`config.mk`:
```
export PLATFORM = sky130hd
export DESIGN_NAME = nib_ram_arbiter
export DESIGN_NICKNAME = d
export VERILOG_FILES = /design/src/rtl/nib_ram_arbiter.sv
export SDC_FILE = /design/constraint.sdc
export NUM_CORES = 1
export LEC_CHECK = 0
export BUFFER_PORTS_ARGS = -buffer_cell sky130_fd_sc_hd__buf_2
export CAP_MARGIN = 0
export CORE_AREA = 2 2 116 118
export DETAILED_ROUTE_END_ITERATION = 10
export DIE_AREA = 0 0 118 120
export PLACE_DENSITY = 0.63
export SYNTH_ARGS = -nofsm -noshare
export SYNTH_HDL_FRONTEND = slang
export SYNTH_SLANG_ARGS = --single-unit
```
`constraint.sdc`:
```
create_clock -name clk -period 3.5 [get_ports clk]
set_input_delay 0.525 -clock clk [delete_from_list [all_inputs] [get_ports clk]]
set_output_delay 0.525 -clock clk [all_outputs]
set_load 0.05 [all_outputs]
```
`src/rtl/nib_ram_arbiter.sv`:
```
// ----------------------------------------------------------------------------
// nib_ram_arbiter
//   Two-master round-robin arbiter in front of the shared single-port data RAM.
//   Optional per-master lock keeps ownership for atomic read-modify-write
//   sequences. Losing masters are stalled through m_hold_o, and each read
//   return is steered to the master that issued it.
//
//   Optional feature macro: NIB_ARB_LOCK_TIMEOUT_EN
//     When defined, a lock is forcibly released after LOCK_MAX consecutive
//     grants if the other master is waiting.
//
// Ports
//   clk, rstn        : clock, synchronous active-low reset
//   m_data_req_i     : per-master access request
//   m_lock_i         : per-master lock (keep ownership next cycle)
//   m_addr_i         : per-master address
//   m_wr_en_i        : per-master write enable (0 = read)
//   m_wr_data_i      : per-master write data
//   m_rd_data_o      : per-master read data (live on valid, else last value)
//   m_rd_valid_o     : per-master read data valid
//   m_hold_o         : per-master stall (request not granted this cycle)
//   s_data_req_o     : RAM access strobe
//   s_addr_o         : RAM address
//   s_wr_en_o        : RAM write enable
//   s_wr_data_o      : RAM write data
//   s_rd_data_i      : RAM read data, one cycle after a read strobe
// ----------------------------------------------------------------------------
module nib_ram_arbiter #(
    parameter int AW       = 32,
    parameter int DW       = 32,
    parameter int LOCK_MAX = 16
) (
    input  logic                clk,
    input  logic                rstn,
    input  logic [1:0]          m_data_req_i,
    input  logic [1:0]          m_lock_i,
    input  logic [1:0][AW-1:0]  m_addr_i,
    input  logic [1:0]          m_wr_en_i,
    input  logic [1:0][DW-1:0]  m_wr_data_i,
    output logic [1:0][DW-1:0]  m_rd_data_o,
    output logic [1:0]          m_rd_valid_o,
    output logic [1:0]          m_hold_o,
    output logic                s_data_req_o,
    output logic [AW-1:0]       s_addr_o,
    output logic                s_wr_en_o,
    output logic [DW-1:0]       s_wr_data_o,
    input  logic [DW-1:0]       s_rd_data_i
);

    typedef enum logic [1:0] {
        IDLE = 2'd0,
        OWN0 = 2'd1,
        OWN1 = 2'd2
    } state_e;

    state_e             state_q, state_d;
    logic               last_q, last_d;
    logic               rd_pend_q, rd_pend_d;
    logic               rd_owner_q, rd_owner_d;
    logic [1:0][DW-1:0] rd_keep_q, rd_keep_d;

    logic [1:0]         gnt;
    logic               brk;
    logic               rd_live;

`ifdef NIB_ARB_LOCK_TIMEOUT_EN
    localparam int CW = $clog2(LOCK_MAX) + 1;

    logic [CW-1:0] lock_cnt_q, lock_cnt_d;

    // Break only while the owner still wants the RAM and the other master waits.
    always_comb begin
        brk = 1'b0;
        if (lock_cnt_q == CW'(LOCK_MAX - 1)) begin
            if (state_q == OWN0 && m_data_req_i[0] && m_data_req_i[1]) brk = 1'b1;
            if (state_q == OWN1 && m_data_req_i[1] && m_data_req_i[0]) brk = 1'b1;
        end
    end

    // Counts grants made while owned; saturates at the threshold so a lone
    // owner keeps the break armed until the other master shows up.
    always_comb begin
        lock_cnt_d = '0;
        if (!brk && ((state_q == OWN0 && gnt[0]) || (state_q == OWN1 && gnt[1]))) begin
            if (lock_cnt_q == CW'(LOCK_MAX - 1)) lock_cnt_d = lock_cnt_q;
            else                                 lock_cnt_d = lock_cnt_q + 1'b1;
        end
    end

    always_ff @(posedge clk) begin
        if (!rstn) lock_cnt_q <= '0;
        else       lock_cnt_q <= lock_cnt_d;
    end
`else
    always_comb brk = 1'b0;
`endif

    // Grant, next state and round-robin pointer.
    always_comb begin
        gnt     = '0;
        state_d = IDLE;
        last_d  = last_q;
        if (!rstn) begin
            gnt = '0;
        end else if (brk) begin
            gnt = (state_q == OWN0) ? 2'b10 : 2'b01;
        end else if (state_q == OWN0 && m_data_req_i[0]) begin
            gnt = 2'b01;
        end else if (state_q == OWN1 && m_data_req_i[1]) begin
            gnt = 2'b10;
        end else if (&m_data_req_i) begin
            gnt = last_q ? 2'b01 : 2'b10;
        end else if (m_data_req_i[0]) begin
            gnt = 2'b01;
        end else if (m_data_req_i[1]) begin
            gnt = 2'b10;
        end

        if (gnt[0]) begin
            last_d = 1'b0;
            if (m_lock_i[0] && !brk) state_d = OWN0;
        end
        if (gnt[1]) begin
            last_d = 1'b1;
            if (m_lock_i[1] && !brk) state_d = OWN1;
        end
    end

    // Slave port mux and stall outputs.
    always_comb begin
        s_data_req_o = |gnt;
        s_addr_o     = '0;
        s_wr_en_o    = 1'b0;
        s_wr_data_o  = '0;
        if (gnt[0]) begin
            s_addr_o    = m_addr_i[0];
            s_wr_en_o   = m_wr_en_i[0];
            s_wr_data_o = m_wr_data_i[0];
        end else if (gnt[1]) begin
            s_addr_o    = m_addr_i[1];
            s_wr_en_o   = m_wr_en_i[1];
            s_wr_data_o = m_wr_data_i[1];
        end
        m_hold_o = m_data_req_i & ~gnt;
    end

    // Read return steering; reset suppresses an in-flight return immediately.
    always_comb begin
        rd_live      = rd_pend_q & rstn;
        m_rd_valid_o = '0;
        rd_keep_d    = rd_keep_q;
        m_rd_data_o  = rd_keep_q;
        if (rd_live) begin
            m_rd_valid_o[rd_owner_q] = 1'b1;
            m_rd_data_o[rd_owner_q]  = s_rd_data_i;
            rd_keep_d[rd_owner_q]    = s_rd_data_i;
        end

        rd_pend_d  = (|gnt) & ~s_wr_en_o;
        rd_owner_d = (|gnt) ? gnt[1] : rd_owner_q;
    end

    always_ff @(posedge clk) begin
        if (!rstn) begin
            state_q    <= IDLE;
            last_q     <= 1'b1;
            rd_pend_q  <= 1'b0;
            rd_owner_q <= 1'b0;
            rd_keep_q  <= '0;
        end else begin
            state_q    <= state_d;
            last_q     <= last_d;
            rd_pend_q  <= rd_pend_d;
            rd_owner_q <= rd_owner_d;
            rd_keep_q  <= rd_keep_d;
        end
    end

endmodule
```
# Word-level counts from Yosys, hierarchy flattened
# Index checks and enable logic that the tools add are counted.
# totals
register_bits	69
inputBits	168
elab_cells	46
# classes
order_cmp	2
n_eq_ne	2
muxes	24
n_bitwise	6
reduce_logical	6
# ops
operator	count
32-bit two-way mux	5
64-bit bitwise mux	1
64-bit two-way mux	1
32-bit demux with 1-bit select	1
2-bit two-way mux	10
1-bit two-way mux	5
2-bit OR reduction	2
1-bit logical AND	3
1-bit bitwise AND	2
2-bit bitwise AND	1
2-bit by 1-bit == test with 1-bit output, second input constant	1
2-bit == test, second input constant	1
1-bit by 2-bit < comparator with 1-bit output, second input constant	1
1-bit inverter	2
2-bit inverter	1
2-bit AND reduction	1
1-bit demux with 1-bit select	1
1-bit >= comparator, second input constant	1

# Logic depth before layout (Yosys ltp)
# logic_depth
ltp_word	10
ltp_mapped	7

# Least setup slack after synthesis
# No wires, ideal clock.
# synth_path
path_type	input-to-output
startpoint	input rstn
endpoint	output m_hold_o[1]
arrival_time_ns	1.927
slack_ns	1.048
cell_stages	6
n_path_buf	3
path_cell_list	buf_2 > and2_1 > o221a_2 > buf_2 > buf_2 > nor2b_1
# synth_via
elab_chain_cells	3
# synth_lines
element	line_no	source
start: declaration	34	input logic rstn,
2-bit two-way mux	103	if (!rstn) begin
2-bit inverter	144	m_hold_o = m_data_req_i & ~gnt;
2-bit bitwise AND	144	
end: declaration	42	output logic [1:0] m_hold_o,
# No other way between the ends.

# Worst setup path in the final report
# layout_path
startpoint	input rstn
endpoint	output s_wr_data_o[3]
# layout_via
elab_chain_cells	3
# layout_lines
element	line_no	source
2-bit two-way mux *	103	
32-bit two-way mux	139	end else if (gnt[1]) begin
32-bit two-way mux *	135	if (gnt[0]) begin
end: declaration	46	output logic [DW-1:0] s_wr_data_o,
# Every way passes the cells marked *; elsewhere a longest branch is shown, timed or not.

==> metrics.md <==
| Metric | Value |
|---|---|
| Max clock buf depth | `2` |
| Final Max Tran Viols | `0` |
| Clock network fraction of design power | `between 30% and 40%` |
| Post-DR vias/cell | `between 4 and 5` |
| Lkg Pwr | `between 3 and 4 nW` |
| NumNets Final | `approximately 780` |
| Detailed Routing Iterations Pass 1 | `4` |
| Skew final | `0.00809 ns` |
| Final wirelength | `14.6 mm` |
| Worst reg2reg setup slack | `1.94 ns` |
| Register share of total power | `about 34%` |
| Starting DRT DRC Count | `95` |
| Fmax | `approximately 360 MHz` |
| Most common cell after layout, fill and taps aside | `buf_2` |
| Most frequent cells in the layout | `buf_2 (282), dfxtp_1 (69), and2_1 (68), a22o_1 (65), mux2_2 (64)` |
| Switching Fraction | `35.9%` |
| Status | `finished clean` |
| RSZ-0062 raised after global routing | `no` |
| H-tree levels | `3` |
| Routability Congestion | `0.868` |
| Via count | `3650` |
| Int Power | `~1.6 mW` |
| CP Data Required Time | `about 3.0 ns` |
| RR Endpoint | `state_q[0]` |
| GRT Residual Overflow | `0` |
| Tcrit/Tclk final | `~80%` |
| First-pass GRT wire length | `around 21 mm` |
| Hold Path Stages | `2` |
| Synthesized area per cell | `10.7 sq um` |
| Worst skew pair latency | `0.32 ns` |
| Final TNS setup | `0 ns` |
| Ys Warns | `0` |
| Number of port buffers | `between 300 and 400` |
| Post-detail-place hpwl | `around 12 mm` |
| Number of CTS-inserted buffers | `9` |
| Pin count of the biggest net entering global routing | `66` |
| Crit path kind | `in2out` |
| Avg WL per Cell | `approximately 19 um` |
| Synthesized flop and latch total | `69` |
| Worst slew margin | `approximately 64%` |
| ANT nets after route | `0` |
| Switching Power | `just under 900 uW` |
| Die Y-Extent | `120 um` |
| Cell Rows | `42` |
| TritonCTS clock tree | `yes` |
| Combinational power share | `~33%` |
| Synth Instances | `approximately 320` |
| Max Cap Violations | `0` |
| Largest fanout on the critical path | `just over 50` |
| Min Hold Slack | `about 0.41 ns` |
| Worst Tran Pin Value | `0.531 ns` |
| Fill count | `~1300` |
| P per Cell Area | `435 nW/um^2` |
| Layout cells sized above 1 | `about 64%` |
| Clk sinks | `69` |
| Setup bufs post-CTS | `0` |
| All-Layer GR Usage | `between 10% and 20%` |
| Num ports | `between 300 and 400` |
| Initial antenna violation count | `2` |
| Post-synthesis sequential area ratio | `between 40 and 50%` |
| DRC viols | `0` |
| Final hold vios | `0` |
| Critical path arrival | `~2.3 ns` |
| Min-delay src | `m_wr_en_i[1]` |
| Die Wd | `between 100 and 150 um` |
| CP Launch Type | `primary input` |
| Core ar. | `approximately 13000 sq um` |
| Layout area overhead | `63.7%` |
| Distinct cells, synth | `23` |
| N_diodes | `0` |
| Quantity of hold-fixing buffers added after cts | `0` |
| Vias in the first global route | `3510` |
| Die area | `14200 sq um` |
| Period minus WS final | `about 2.8 ns` |
| VDD IR max | `0.188 mV` |
| Path depth of the worst reg2reg path | `4` |
| Root Buffer | `clkbuf_16` |
| Hold worst-path end | `rd_pend_q` |
| Min-delay worst type | `in2reg` |
| CTS resizes | `0` |
| Final setup fails | `0` |
| Starting Density | `a little over a quarter` |
| Clk slew on worst S/H paths | `about 0.06 ns` |
| Net count after synthesis | `just under 500` |
| FF-to-FF Start | `state_q[0]` |
| Synth Cell Area | `roughly 3400 sq um` |
| Critical path endpoint category | `output port` |
layer usage:
metal  track usage (%)  part of all wire (%)  up-vias
met3              4.47                   6.1       17
met1              24.2                    41     1737
li1                  -                     -     1731
met2              34.2                    51      163
met4              6.70                   1.8        2
met5                 0                 0.089        -
worst max-delay path by stage:
stage,depth (start not counted),start,end
2_1_floorplan,6,rstn,m_hold_o[1]
3_3_place_gp,6,rstn,s_addr_o[7]
3_5_place_dp,6,rstn,s_addr_o[7]
4_1_cts,6,rstn,s_addr_o[7]
5_1_grt,6,rstn,s_addr_o[0]
6_report,6,rstn,s_wr_data_o[3]
power groups by stage:
| stage | sequential, mW | combinational [mW] | clock, mW |
|---|---|---|---|
| after floorplan | 0.833 | 0.520 | 0 |
| after global placement | 0.834 | 0.808 | 0 |
| after detailed placement | 0.835 | 0.816 | 0 |
| after CTS | 0.818 | 0.817 | 0.837 |
| after global routing | 0.821 | 0.846 | 0.879 |
| final | 0.819 | 0.810 | 0.812 |
critical path, stage by stage:
cell	delay [ns]
buf_2	0.33
and2_1	0.18
o221a_2	0.18
buf_4	0.42
a22o_1	0.27
buf_2	0.29
sequential cells by signal, indices dropped and copies added (netlist names):
signal and flops:
rd_owner_q 1, rd_pend_q 1, state_q 2, last_q 1, rd_keep_q 64
final cells by class:
cell class / instances / area, sq um / share of cell area, %
timing repair buffer: 308 / 1860 / 33.1
inverter: 5 / 18.8 / 0.334
sequential: 69 / 1380 / 24.6
multi-input combinational: 216 / 1870 / 33.3
clock inverter: 5 / 37.5 / 0.669
tap: 176 / 220 / 3.92
clock buffer: 10 / 229 / 4.08
logic make-up after synthesis:
group	Yosys count	share of synthesized area, %
and+or+nand+nor	78	14.3
AOI/OAI and AO/OA	74	19.0
DFF	69	40.3
muxes	64	21.0
buffers and inverters	34	5.33
cells in the mapped netlist:
master | n | area, sq um
a2111oi_4 | 1 | 27.5
a211oi_1 | 1 | 7.51
a21oi_1 | 2 | 10.0
a221oi_1 | 1 | 8.76
a22o_1 | 65 | 569
and2_1 | 68 | 425
and3b_1 | 1 | 8.76
buf_2 | 11 | 55.1
buf_4 | 1 | 7.51
buf_6 | 5 | 56.3
clkbuf_1 | 12 | 45.0
dfxtp_1 | 69 | 1380
inv_1 | 5 | 18.8
mux2_2 | 64 | 721
nand2_1 | 2 | 7.51
nand2b_4 | 1 | 13.8
nand3_1 | 1 | 5.00
nand3b_1 | 1 | 7.51
nor2_1 | 1 | 3.75
nor2b_1 | 3 | 18.8
o21ai_0 | 2 | 10.0
o21bai_1 | 1 | 7.51
o221a_2 | 1 | 11.3
per-stage QoR:
step	power (mW)	std cells	setup WS, ns	cell area [sq um]	util (%)
floorplan	1.35	319	1.05	3430	-
global placement	1.64	774	0.761	5350	41.2
detailed placement	1.65	774	0.728	5350	41.2
CTS	2.47	789	0.729	5610	43.2
global route	2.54	789	0.626	5610	43.2
finish	2.44	789	0.713	5610	43.2
Power figures use the tool's default switching activity.
